`config.mk`:
```
export PLATFORM = sky130hd
export DESIGN_NAME = spi_reg_peripheral
export DESIGN_NICKNAME = d
export VERILOG_FILES = /design/src/rtl/spi_reg_peripheral.sv
export SDC_FILE = /design/constraint.sdc
export NUM_CORES = 1
export LEC_CHECK = 0
export CORE_MARGIN = 2
export CORE_UTILIZATION = 56
export DETAILED_ROUTE_END_ITERATION = 12
export GPL_ROUTABILITY_DRIVEN = 0
export PLACE_DENSITY = 0.83
export SLEW_MARGIN = 30
export SYNTH_ARGS = -nofsm -noshare
export SYNTH_HDL_FRONTEND = slang
export SYNTH_SLANG_ARGS = --single-unit
```
`constraint.sdc`:
```
create_clock -name clk -period 3.3 [get_ports clk]
set_input_delay 0.33 -clock clk [delete_from_list [all_inputs] [get_ports clk]]
set_output_delay 0.33 -clock clk [all_outputs]
set_load 0.02 [all_outputs]
```
`src/rtl/spi_reg_peripheral.sv`:
```
// SPI mode-0 write-only register peripheral. A 16-bit frame carries a write flag,
// a 7-bit address and 8 data bits. Valid writes update one of five 8-bit
// configuration registers when chip select deasserts.
module spi_reg_peripheral #(
  parameter int unsigned SYNC_STAGES = 2,
  parameter logic [6:0]  MAX_ADDR    = 7'h04
) (
  input  logic       clk,
  input  logic       rst_n,
  input  logic       sclk,
  input  logic       copi,
  input  logic       ncs,
  output logic [7:0] en_reg_out_7_0,
  output logic [7:0] en_reg_out_15_8,
  output logic [7:0] en_reg_pwm_7_0,
  output logic [7:0] en_reg_pwm_15_8,
  output logic [7:0] pwm_duty_cycle
);

  typedef enum logic [1:0] {StIdle, StRecv, StCommit} state_e;

  logic [SYNC_STAGES-1:0] sclk_sync_q, copi_sync_q, ncs_sync_q;
  logic                   sclk_prev_q, ncs_prev_q;
  // Fills with ones after reset. The top bit marks the point where both ncs_s and
  // ncs_prev come from the real pin rather than from reset values.
  logic [SYNC_STAGES:0]   flush_q;

  logic sclk_s, copi_s, ncs_s;
  logic sclk_rise, ncs_rise, ncs_fall;

  state_e      state_q, state_d;
  logic [15:0] shift_q, shift_d;
  logic [4:0]  cnt_q, cnt_d;
  logic        commit;
  logic        wr_en;

  assign sclk_s    = sclk_sync_q[SYNC_STAGES-1];
  assign copi_s    = copi_sync_q[SYNC_STAGES-1];
  assign ncs_s     = ncs_sync_q[SYNC_STAGES-1];
  assign sclk_rise = sclk_s & ~sclk_prev_q;
  assign ncs_rise  = ncs_s & ~ncs_prev_q;
  // A low ncs inherited across reset shows up as a fake falling edge; mask it.
  assign ncs_fall  = ~ncs_s & ncs_prev_q & flush_q[SYNC_STAGES];

  // Input synchronisers and edge-detect history flops.
  always_ff @(posedge clk) begin
    if (!rst_n) begin
      sclk_sync_q <= '0;
      copi_sync_q <= '0;
      ncs_sync_q  <= '1;
      sclk_prev_q <= 1'b0;
      ncs_prev_q  <= 1'b1;
      flush_q     <= '0;
    end else begin
      sclk_sync_q[0] <= sclk;
      copi_sync_q[0] <= copi;
      ncs_sync_q[0]  <= ncs;
      for (int i = 1; i < int'(SYNC_STAGES); i++) begin
        sclk_sync_q[i] <= sclk_sync_q[i-1];
        copi_sync_q[i] <= copi_sync_q[i-1];
        ncs_sync_q[i]  <= ncs_sync_q[i-1];
      end
      sclk_prev_q <= sclk_s;
      ncs_prev_q  <= ncs_s;
      flush_q     <= {flush_q[SYNC_STAGES-1:0], 1'b1};
    end
  end

  // Frame FSM, shift register and bit counter state.
  always_ff @(posedge clk) begin
    if (!rst_n) begin
      state_q <= StIdle;
      shift_q <= '0;
      cnt_q   <= '0;
    end else begin
      state_q <= state_d;
      shift_q <= shift_d;
      cnt_q   <= cnt_d;
    end
  end

  // Next-state logic; ncs rising takes priority over a coincident sclk edge.
  always_comb begin
    state_d = state_q;
    shift_d = shift_q;
    cnt_d   = cnt_q;
    commit  = 1'b0;
    unique case (state_q)
      StIdle: begin
        if (ncs_fall) begin
          state_d = StRecv;
          shift_d = '0;
          cnt_d   = '0;
        end
      end
      StRecv: begin
        if (ncs_rise) begin
          state_d = StCommit;
        end else if (sclk_rise && !ncs_s) begin
          shift_d = {shift_q[14:0], copi_s};
          // 17 marks an overlong frame and is held there.
          if (cnt_q != 5'd17) cnt_d = cnt_q + 5'd1;
        end
      end
      StCommit: begin
        state_d = StIdle;
        commit  = 1'b1;
      end
      default: state_d = StIdle;
    endcase
  end

  assign wr_en = commit && (cnt_q == 5'd16) && shift_q[15] && (shift_q[14:8] <= MAX_ADDR);

  // Configuration registers; only a complete, in-range write frame touches them.
  always_ff @(posedge clk) begin
    if (!rst_n) begin
      en_reg_out_7_0  <= 8'h00;
      en_reg_out_15_8 <= 8'h00;
      en_reg_pwm_7_0  <= 8'h00;
      en_reg_pwm_15_8 <= 8'h00;
      pwm_duty_cycle  <= 8'h00;
    end else if (wr_en) begin
      case (shift_q[14:8])
        7'h00:   en_reg_out_7_0  <= shift_q[7:0];
        7'h01:   en_reg_out_15_8 <= shift_q[7:0];
        7'h02:   en_reg_pwm_7_0  <= shift_q[7:0];
        7'h03:   en_reg_pwm_15_8 <= shift_q[7:0];
        7'h04:   pwm_duty_cycle  <= shift_q[7:0];
        default: ;
      endcase
    end
  end

endmodule
```
Word-level counts from Yosys, hierarchy flattened
Cells that the tools add are included.
{"block": "word_totals", "reg_bits": 74, "latch_bits": 0, "ram_bits": 0, "mem_bits_ro": 0, "inputBits": 5, "out_inout_bits": 40, "n_memories": 0}
{"block": "classes", "addsub": 1, "mul": 0, "n_div": 0, "order_cmp": 1, "n_eq_ne": 13, "shifts": 0, "mux": 14, "bitwise_logic": 7, "n_reduce_logical": 16}
{"cell": "$mux W16", "count": 3}
{"cell": "$pmux W16 S2", "count": 1}
{"cell": "$mux W5", "count": 4}
{"cell": "$eq A7 B2 Y1 const B", "count": 2}
{"cell": "$reduce_and A2 Y1", "count": 6}
{"cell": "$ne A2 B2 Y1 const B", "count": 5}
{"cell": "$pmux W5 S2", "count": 1}
{"cell": "$eq A7 B1 Y1 const B", "count": 1}
{"cell": "$eq A7 B3 Y1 const B", "count": 1}
{"cell": "$le A7 B3 Y1 const B", "count": 1}
{"cell": "$logic_not A7 Y1", "count": 1}
{"cell": "$add A5 B1 Y5 const B", "count": 1}
{"cell": "$eq A5 B5 Y1 const B", "count": 1}
{"cell": "$ne A5 B5 Y1 const B", "count": 1}
{"cell": "$reduce_and A5 Y1", "count": 1}
{"cell": "$and A1 B1 Y1", "count": 4}
{"cell": "$logic_and A1 B1 Y1", "count": 4}
{"cell": "$mux W2", "count": 2}
{"cell": "$pmux W2 S2", "count": 1}
{"cell": "$reduce_and A4 Y1", "count": 1}
{"cell": "$not A1 Y1", "count": 3}
{"cell": "$eq A2 B1 Y1 const B", "count": 1}
{"cell": "$eq A2 B2 Y1 const B", "count": 1}
{"cell": "$logic_not A2 Y1", "count": 1}
{"cell": "other kinds (3)", "count": 4}

Logic depth before layout (Yosys ltp)
Gate-level depths: netlist of the first run.
{"block": "logic_depth", "ltp_word": 6, "depth_mapped": 7, "ltp_nobuf": 6}

Worst setup path before layout of the first run
OpenSTA, ideal clock, no wires.
{"block": "synth_timing", "path_kind": "register to register", "start": "reg cnt_q[0]", "end": "reg en_reg_out_7_0[0]", "arrival_ps": 1648, "slack_ps": 1580, "path_stages_with_launch": 7, "period_less_slack_ps": 1720, "cell_sequence": "dfxtp_1 > inv_1 > ha_1 > nor4b_4 > nand2_1 > nor4_4 > mux2i_1"}
{"block": "synth_between", "elab_chain_cells": 5}
{"item": "start: declaration", "line_no": "33", "rtl": "logic [4:0] cnt_q, cnt_d;"}
{"item": "start signal: assignment", "line_no": "78", "rtl": "cnt_q <= cnt_d;"}
{"item": "$eq A5 B5 Y1", "line_no": "113", "rtl": "assign wr_en = commit && (cnt_q == 5'd16) && shift_q[15] && (shift_q[14:8] <= MAX_ADDR);"}
{"item": "$logic_and A1 B1 Y1 (3 in series)", "line_no": "113"}
{"item": "$reduce_and A2 Y1 (no line)"}
{"item": "end signal: assignment", "line_no": "125", "rtl": "7'h00: en_reg_out_7_0 <= shift_q[7:0];"}
{"item": "end: declaration", "line_no": "13", "rtl": "output logic [7:0] en_reg_out_7_0,"}
No other way between the ends.
A chain may end at the register's enable or synchronous reset.

Worst setup path in the final report of the first run
{"block": "layout_timing", "start": "reg cnt_q[0]", "end": "reg en_reg_out_7_0[1]"}
Same word-level chain as after synthesis.

==> results.ini, run 1 <==
[layout]
synthToLayoutAreaGrowth_pct = 26.94
n_antenna_cell = 0
final_nets = 340
fin_util_pct = 74.53
drive_above_1_share_pct = 8.012

[placement]
dp_hpwl_um = 3877
pre_cts_slack_ns = 1.218
place.port_buffers = 44

[clock_tree]
numCtsBuffers = 9
cts_tree = yes
clockBufferDepth = 2
post_cts_buffers = 0
worstSkewPairLatency_ns = 0.35
cts_resized = 0
clockRootBuffer = clkbuf_8
path_clk_slew_ns = 0.07
hold_buffers = 0
clock_sinks = 74
cts_htree_levels = 3

[worst_setup_path]
crit_path_end_kind = register
cp_slowest_cell = nor4_4
crit_type = register to register
rr_startpoint = cnt_q[0]$_SDFFE_PN0P_
crit_chain = inv_1 -> ha_1 -> nor4b_4 -> nand2_1 -> nor4_4 -> mux2i_1
crit_arrival_ns = 2.36
crit_path_max_incr_delay_ns = 0.67
critPathLaunch = cnt_q[0]$_SDFFE_PN0P_
cp.required_ns = 3.57
rrSetupSlack_ns = 1.21
cp_max_fo = 8
start_kind = register

[yosys]
synth_ff_type = dfxtp_1
synth_warnings = 0
synthAdderAreaFrac_pct = 1.345
synth.distinct_cells = 31
synth.yosys.seq_area_share_pct = 53.07
synth_edf_count = 0
synth_xor_area_share_pct = 0
syn_area_per_cell_um2 = 9.692
synth_compound_area_share_pct = 5.379
syn_area_um2 = 2791
synthMuxAreaShare_pct = 15.06
synth_top_family_by_area = simple AND/OR/NAND/NOR gates
synth_cells = 288
ys_async_sr_fraction_pct = 0
synth_simple_gate_area_share_pct = 22.46
synth_nets = 296
ys_ff_latch = 74

[pwr]
leakagePower_nw = 1.375
power.density_nw_per_um2 = 508.7
peakVddDrop_uv = 392.7
total_power_mw = 1.803

[sta]
rsz0062_at_grt = false
worst_pin_slew_ns = 0.7519
finalHoldViolations = 0
fin_ws_ns = 1.208
clock_skew_ns = 0.006231
period_share_pct = 63.39
relSlewSlack_pct = 49.50
setup_tns_ns = 0
final_max_slew_viol_count = 0
finalSetupViolations = 0
timing.fmax_mhz = 478.1
fin_crit_ns = 2.092

[detailed_routing]
wl_um = 6409
drtAntennaViolNets = 0
vias_per_cell = 5.495
wl_per_cell_um = 15.86
vias = 2220
dr.pass1.iters = 4
drcViolationCount = 0
drt_iter0_markers = 163

[worst_hold_path]
hold_start = ncs_sync_q[0]$_SDFF_PN1_
min_path_type = register to register

[floorplan]
start_util_pct = 58.71
die_w_um = 74.60
die_h_um = 74.60
ios = 45
die_area_um2 = 5565
core_area_um2 = 4755
num_rows = 25

[flow_run]
max_cap_viol_count = 0

[grt]
grt_pass1_wl_um = 10090
grt_max_degree = 46
grtUsageTotal_pct = 24.62
antenna_found_initial = 0
grt_overflow = 0
grt_pass1_vias = 2084

[status]
status = complete, no violations

-- per-layer routing --
layer,part of all wire (%),wire length (um),track usage [%]
met5,0,0,0
met4,3.1,197,12.30
met3,5.3,341,7.588
met2,48,3046,36.38
met1,44,2824,32.71
-- sequential cells by signal (all words and copies together) (netlist names), 3 cells and up --
name and cells:
cnt_q 5, en_reg_out_15_8 8, en_reg_out_7_0 8, en_reg_pwm_15_8 8, en_reg_pwm_7_0 8, flush_q 3, pwm_duty_cycle 8, shift_q 16
-- cells by family (layout without fill, tap and decap cells) --
logic type | after synthesis | after routing
muxes | 42 | 42
buffers and inverters | 19 | 68
DFF | 74 | 74
AOI/OAI and AO/OA | 26 | 26
and+or+nand+nor | 124 | 124
adders and majority gates | 3 | 3
-- stage by stage --
stage                     hold slack [ns]  cells  area [um^2]
final                              0.4186    404         3543
after detailed placement           0.4016    388         3292
after CTS                          0.4185    404         3543
after global placement             0.3890    388         3292
after global routing               0.4448    404         3543
after floorplan                    0.3577    288         2791
-- power breakdown --
group	internal (mW)	switching (mW)	leakage, nW	total [mW]
Clock	0.541	0.331	0.129	0.872
Sequential	0.898	0.00254	0.598	0.901
Combinational	0.00945	0.0207	0.648	0.0301
-- layout make-up --
cell class              instances  area [um^2]
inverters                       4        15.01
repair buffers                 48        470.5
clock buffers                  11        151.4
flip-flops and latches         74         1481
fillers                       325         1211
multi-input cells             195         1241
well taps                      67        83.83
clock inverters                 5        100.1
-- final timing paths --
kind | end | cells after the start
min | ncs_sync_q[1]$_SDFF_PN1_ | 1
max reg2reg | en_reg_out_7_0[1]$_SDFFE_PN0P_ | 6
max | en_reg_out_7_0[1]$_SDFFE_PN0P_ | 6
min reg2reg | ncs_sync_q[1]$_SDFF_PN1_ | 1
-- worst max-delay path, delay by kind of cell, from the launching register on --
| kind | cells | cell delay (ns) |
|---|---|---|
| flip-flops | 1 | 0.36 |
| multiplexers | 1 | 0.30 |
| buffers and inverters | 1 | 0.09 |
| AND/OR/NAND/NOR | 3 | 1.12 |
| adder cells (fa/ha/maj) | 1 | 0.15 |
-- synth_stat cells (2+ instances only) --
cell	n	area, um^2
dfxtp_1	74	1481
nand2_1	47	176.4
mux2i_1	42	420.4
nor2_1	26	97.59
nand3_1	20	100.1
a21oi_1	19	95.09
clkbuf_1	12	45.04
and2_1	7	43.79
nand2b_1	5	31.28
buf_2	3	15.01
ha_1	3	37.54
inv_1	3	11.26
nand4_1	3	18.77
nor4b_1	3	26.28
nand3b_1	2	15.01
nor3_1	2	10.01
o22ai_1	2	12.51
or4_1	2	15.01
-- placed cells by master (no fill, tap or decap), drive strengths merged, types with 2 or more instances in the layout --
master and instances:
buf 4, nand3b 2, clkinv 2, clkbuf 11, bufinv 3, nor2 26, nor4b 4, nand3 20
mux2i 42, inv 4, ha 3, nor3 2, nand2 47, dfxtp 74, and2 7, o22ai 2
clkdlybuf4s50 44, nand2b 5, a21oi 19, nor4 2, or4 2, nand4 3
(Power assumes the default switching activity.)
==> run 2, diff against run 1 <==
Settings changed: CORE_UTILIZATION 56 to 47, PLACE_DENSITY 0.83 to 0.74.
Clock period 3.3 ns to 1.8 ns, I/O delays scaled along.
==> results.ini, run 2 (synthesized netlist as in run 1, its figures left out) <==
[clock_tree]
worstSkewPairLatency_ns = 0.35  ; about the same
cts_htree_levels = 3  ; unchanged
path_clk_slew_ns = 0.07  ; about the same
numCtsBuffers = 9  ; unchanged
cts_tree = yes  ; unchanged
clockRootBuffer = clkbuf_8  ; unchanged
clock_sinks = 74  ; unchanged
post_cts_buffers = 0  ; unchanged
clockBufferDepth = 2  ; unchanged
hold_buffers = 0  ; unchanged

[worst_setup_path]
crit_buf_inv = 0  ; was 1
crit_type = register to register  ; unchanged
crit_chain = nand3b_1 -> a211o_1 -> or4_1 -> o22ai_1  ; was inv_1 -> ha_1 -> nor4b_4 -> nand2_1 -> nor4_4 -> mux2i_1
path_delay_family = simple AND/OR/NAND/NOR gates  ; unchanged
crit_arrival_ns = 1.92  ; was 2.36 ns
crit_path_max_incr_delay_ns = 0.51  ; was 0.67 ns
crit_path_end_kind = register  ; unchanged
cp_slowest_cell = or4_1  ; was nor4_4
cp.required_ns = 2.07  ; was 3.57 ns
start_kind = register  ; unchanged
cp_max_fo = 7  ; was 8

[sta]
fin_ws_ns = 0.1442  ; was 1.208 ns
rsz0062_at_grt = false  ; unchanged
worst_pin_slew_ns = 0.3716  ; was 0.7519 ns
clock_skew_ns = 0.009551  ; was 0.006231 ns
period_share_pct = 91.99  ; was 63.39%
setup_tns_ns = 0  ; unchanged
finalSetupViolations = 0  ; unchanged
finalHoldViolations = 0  ; unchanged
timing.fmax_mhz = 603.9  ; was 478.1 MHz
final_max_slew_viol_count = 0  ; unchanged
fin_crit_ns = 1.656  ; was 2.092 ns
relSlewSlack_pct = 75.11  ; was 49.50%

[grt]
grt_overflow = 0  ; unchanged
grt_pass1_vias = 2030  ; was 2084
grt_max_degree = 36  ; was 46
antenna_found_initial = 0  ; unchanged
grt_pass1_wl_um = 9563  ; was 10090 um
grtUsageTotal_pct = 19.25  ; was 24.62%

[pwr]
total_power_mw = 3.122  ; was 1.803 mW
peakVddDrop_uv = 577.9  ; was 392.7 uV
power.density_nw_per_um2 = 847.9  ; was 508.7 nW/um^2
leakagePower_nw = 1.436  ; was 1.375 nW

[detailed_routing]
vias = 2192  ; was 2220
wl_um = 5973  ; was 6409 um
drtAntennaViolNets = 0  ; unchanged
drt_iter0_markers = 115  ; was 163
vias_per_cell = 5.182  ; was 5.495
wl_per_cell_um = 14.12  ; was 15.86 um
drcViolationCount = 0  ; unchanged
dr.pass1.iters = 4  ; unchanged

[status]
status = complete, no violations  ; unchanged

[flow_run]
max_cap_viol_count = 0  ; unchanged

[layout]
final_common_cell = dfxtp_1  ; unchanged
drive_above_1_share_pct = 11.21  ; was 8.012%
n_antenna_cell = 0  ; unchanged
most-common-layout-cells = dfxtp_1, nand2_1, clkdlybuf4s50_1  ; unchanged
synthToLayoutAreaGrowth_pct = 31.91  ; was 26.94%
largest_register = shift_q  ; unchanged
final_nets = 351  ; was 340
largest_reg_flops = 16  ; unchanged

[floorplan]
start_util_pct = 48.00  ; was 58.71%
die_w_um = 81.07  ; was 74.60 um
core_area_um2 = 5816  ; was 4755 um^2
ios = 45  ; unchanged
die_area_um2 = 6572  ; was 5565 um^2
num_rows = 28  ; was 25
die_h_um = 81.07  ; was 74.60 um

[placement]
dp_hpwl_um = 3988  ; was 3877 um
pre_cts_slack_ns = 0.06387  ; was 1.218 ns
place.port_buffers = 44  ; unchanged

[worst_hold_path]
min_path_type = input port to register  ; was register to register

run 2: power breakdown:
part	total [mW]	internal, mW	switching [mW]
Sequential	1.65	1.65	0.00483
Combinational	0.0635	0.0242	0.0393
Clock	1.41	0.814	0.593
Total	3.12	2.49	0.637
run 2: cell type report:
class                      count  area, um^2
inverter                       4       15.01
sequential                    74        1483
multi-input combinational    195        1252
tap                           75       93.84
clock inverter                 5       77.57
clock buffer                  11       141.4
timing repair buffer          59       619.3
fill                         499        2133
run 2: through the flow:
| stage | hold WS (ns) | instances | util, % | cell area (um^2) |
|---|---|---|---|---|
| after floorplan | 0.2077 | 288 | - | 2791 |
| after global placement | 0.3921 | 407 | 59.27 | 3447 |
| after detailed placement | 0.3956 | 407 | 59.27 | 3447 |
| after CTS | 0.3766 | 423 | 63.04 | 3666 |
| after global routing | 0.4160 | 423 | 63.32 | 3682 |
| final | 0.3909 | 423 | 63.32 | 3682 |
run 2: repair_timing:
action	CTS	global route
resized for setup	0	4
hold endpoints to repair	0	0
endpoints found under the setup margin	0	13
run 2: final timing paths:
path / from / end / slack [ns] / depth (start not counted)
setup / recovery: state_q[0]$_SDFFE_PN0P_ / cnt_q[3]$_SDFFE_PN0P_ / 0.14 / 4
hold / removal: ncs / ncs_sync_q[0]$_SDFF_PN1_ / 0.39 / 2
setup reg to reg: state_q[0]$_SDFFE_PN0P_ / cnt_q[3]$_SDFFE_PN0P_ / 0.14 / 4
hold reg to reg: ncs_sync_q[0]$_SDFF_PN1_ / ncs_sync_q[1]$_SDFF_PN1_ / 0.41 / 1
run 2: routing by layer:
metal,up-vias,share of wire (%),track usage [%],routed length [um]
met5,-,0,0,0
met4,0,1.5,8.814,88
met3,8,5.0,5.000,299
met2,57,47,29.42,2812
met1,1034,46,25.60,2772
li1,1093,-,-,-
==> run 3, diff against run 2 <==
Settings changed: CTS_CLUSTER_SIZE set to 8, GPL_TIMING_DRIVEN set to 0.
==> results.ini, run 3 (synthesized netlist as in run 1, its figures left out) <==
[worst_setup_path]
crit_cells = 8  ; was 4
crit_arrival_ns = 2.10  ; was 1.92 ns
cp.required_ns = 2.06  ; was 2.07 ns
worst_r2r_path_depth = 8  ; was 4
start_kind = register  ; unchanged
cp_max_fo = 8  ; was 7
cp_slowest_cell = dfxtp_4  ; was or4_1
crit_type = register to register  ; unchanged
crit_buf_inv = 3  ; was 0
crit_chain = inv_4 -> ha_4 -> nor4b_4 -> nand2_2 -> buf_6 -> nor4_4 -> buf_12 -> mux2i_2  ; was nand3b_1 -> a211o_1 -> or4_1 -> o22ai_1
path_delay_family = simple AND/OR/NAND/NOR gates  ; unchanged
crit_path_end_kind = register  ; unchanged
crit_path_max_incr_delay_ns = 0.37  ; was 0.51 ns

[status]
violations = setup timing
status = finished with violations  ; was complete, no violations

[floorplan]
start_util_pct = 48.00  ; unchanged
ios = 45  ; unchanged
core_area_um2 = 5816  ; unchanged
die_h_um = 81.07  ; unchanged
die_w_um = 81.07  ; unchanged
num_rows = 28  ; unchanged
die_area_um2 = 6572  ; unchanged

[detailed_routing]
drt_iter0_markers = 204  ; was 115
vias_per_cell = 5.374  ; was 5.182
wl_um = 6770  ; was 5973 um
drcViolationCount = 0  ; unchanged
dr.pass1.iters = 4  ; unchanged
wl_per_cell_um = 15.64  ; was 14.12 um
vias = 2327  ; was 2192
drtAntennaViolNets = 0  ; unchanged

[pwr]
p_comb_share_pct = 2.2  ; was 2.0%
total_power_mw = 2.978  ; was 3.122 mW
power_switching_uw = 637.5  ; was 637.0 uW
peakVddDrop_uv = 472.8  ; was 577.9 uV
netSwitchingFraction_pct = 21.41  ; was 20.40%
leakagePower_nw = 1.416  ; was 1.436 nW
intPower_mw = 2.340  ; was 2.485 mW
clkPwrFrac_pct = 42.4  ; was 45.1%
power.density_nw_per_um2 = 808.4  ; was 847.9 nW/um^2
seqPwrFrac_pct = 55.4  ; was 52.9%

[layout]
fin_util_pct = 63.34  ; was 63.32%
n_antenna_cell = 0  ; unchanged
drive_above_1_share_pct = 12.85  ; was 11.21%
final_nets = 361  ; was 351
final_common_cell = dfxtp_1  ; unchanged
most-common-layout-cells = dfxtp_1, nand2_1, clkdlybuf4s50_1  ; unchanged
fillCellCount = 497  ; was 499
stdcell_count = 433  ; was 423
largest_register = shift_q  ; unchanged
synthToLayoutAreaGrowth_pct = 31.96  ; was 31.91%
largest_reg_flops = 16  ; unchanged

[sta]
worst_pin_slew_ns = 0.5181  ; was 0.3716 ns
finalSetupViolations = 3  ; was 0
hold_slack_ns = 0.3215  ; was 0.3909 ns
setup_tns_ns = -0.07544  ; was 0 ns
finalHoldViolations = 0  ; unchanged
clock_skew_ns = 0.005389  ; was 0.009551 ns
final_max_slew_viol_count = 0  ; unchanged
timing.fmax_mhz = 542.5  ; was 603.9 MHz
fin_crit_ns = 1.843  ; was 1.656 ns
period_share_pct = 102.4  ; was 91.99%
relSlewSlack_pct = 65.46  ; was 75.11%
rsz0062_at_grt = true  ; was false
fin_ws_ns = -0.04338  ; was 0.1442 ns

[clock_tree]
clockBufferDepth = 2  ; unchanged
path_clk_slew_ns = 0.08  ; was 0.07 ns
worstSkewPairLatency_ns = 0.34  ; was 0.35 ns
clockRootBuffer = clkbuf_8  ; unchanged
numCtsBuffers = 9  ; unchanged
cts_htree_levels = 3  ; unchanged
cts_tree = yes  ; unchanged
clock_sinks = 74  ; unchanged
hold_buffers = 0  ; unchanged

[grt]
grt_max_degree = 13  ; was 36
grt_overflow = 0  ; unchanged
grt_pass1_vias = 2196  ; was 2030
antenna_found_initial = 0  ; unchanged
grt_pass1_wl_um = 10780  ; was 9563 um
grtUsageTotal_pct = 21.55  ; was 19.25%

[placement]
place.port_buffers = 44  ; unchanged
dp_hpwl_um = 4237  ; was 3988 um
place_inst = 407  ; unchanged

[worst_hold_path]
min_path_type = input port to register  ; unchanged
hold_path_depth = 1  ; was 2

[flow_run]
max_cap_viol_count = 0  ; unchanged

[run 3: final timing paths]
path                                          to                startpoint  slack [ns]
setup / recovery  en_reg_out_7_0[5]$_SDFFE_PN0P_     cnt_q[0]$_SDFFE_PN0P_       -0.04
hold / removal                flush_q[0]$_DFF_P_                     rst_n        0.32
setup reg to reg  en_reg_out_7_0[5]$_SDFFE_PN0P_     cnt_q[0]$_SDFFE_PN0P_       -0.04
hold reg to reg         ncs_sync_q[1]$_SDFF_PN1_  ncs_sync_q[0]$_SDFF_PN1_        0.41
[run 3: area by class of cell]
class,instances,area [um^2],share of cell area (%)
multi-input combinational,195,1289,34.99
buffer,15,67.56,1.834
clock inverter,5,53.80,1.461
inverter,4,17.52,0.4755
clock buffer,11,141.4,3.838
tap,75,93.84,2.548
sequential,74,1489,40.42
timing repair buffer,54,531.8,14.44
[run 3: timing repair]
action,CTS,global route
pin swaps,4,4
buffers inserted,4,6
endpoints found under the setup margin,52,29
resized for setup,6,16
cloned,0,0
[run 3: worst reg2reg max path, delay by kind of cell, from the launching register on]
| kind | cells | cell delay, ns |
|---|---|---|
| flops | 1 | 0.37 |
| mux | 1 | 0.21 |
| simple gates | 3 | 0.67 |
| buf+inv | 3 | 0.39 |
| fa+ha+maj | 1 | 0.12 |
[run 3: layer usage]
metal | wire [um] | share of wire (%) | GRT usage (%) | up-vias
met5 | 0 | 0 | 0 | -
met4 | 101 | 1.5 | 8.305 | 0
met3 | 341 | 5.0 | 3.556 | 9
met2 | 3246 | 48 | 35.21 | 70
met1 | 3081 | 46 | 28.61 | 1129
li1 | - | - | - | 1119
[run 3: power groups by stage]
stage	clock, mW	combinational (mW)	sequential, mW
2_1_floorplan	0	0.0387	1.69
3_5_place_dp	0	0.0627	1.69
4_1_cts	1.27	0.0630	1.65
5_1_grt	1.36	0.0718	1.65
3_3_place_gp	0	0.0615	1.69
6_report	1.26	0.0652	1.65
[run 3: per-stage QoR]
| step | worst slack, ns | area [um^2] |
|---|---|---|
| after floorplan | 0.08012 | 2791 |
| after global placement | -0.2193 | 3326 |
| after CTS | -0.05534 | 3588 |
| after detailed placement | -0.2242 | 3326 |
| after global routing | -0.1068 | 3684 |
| final | -0.04338 | 3684 |
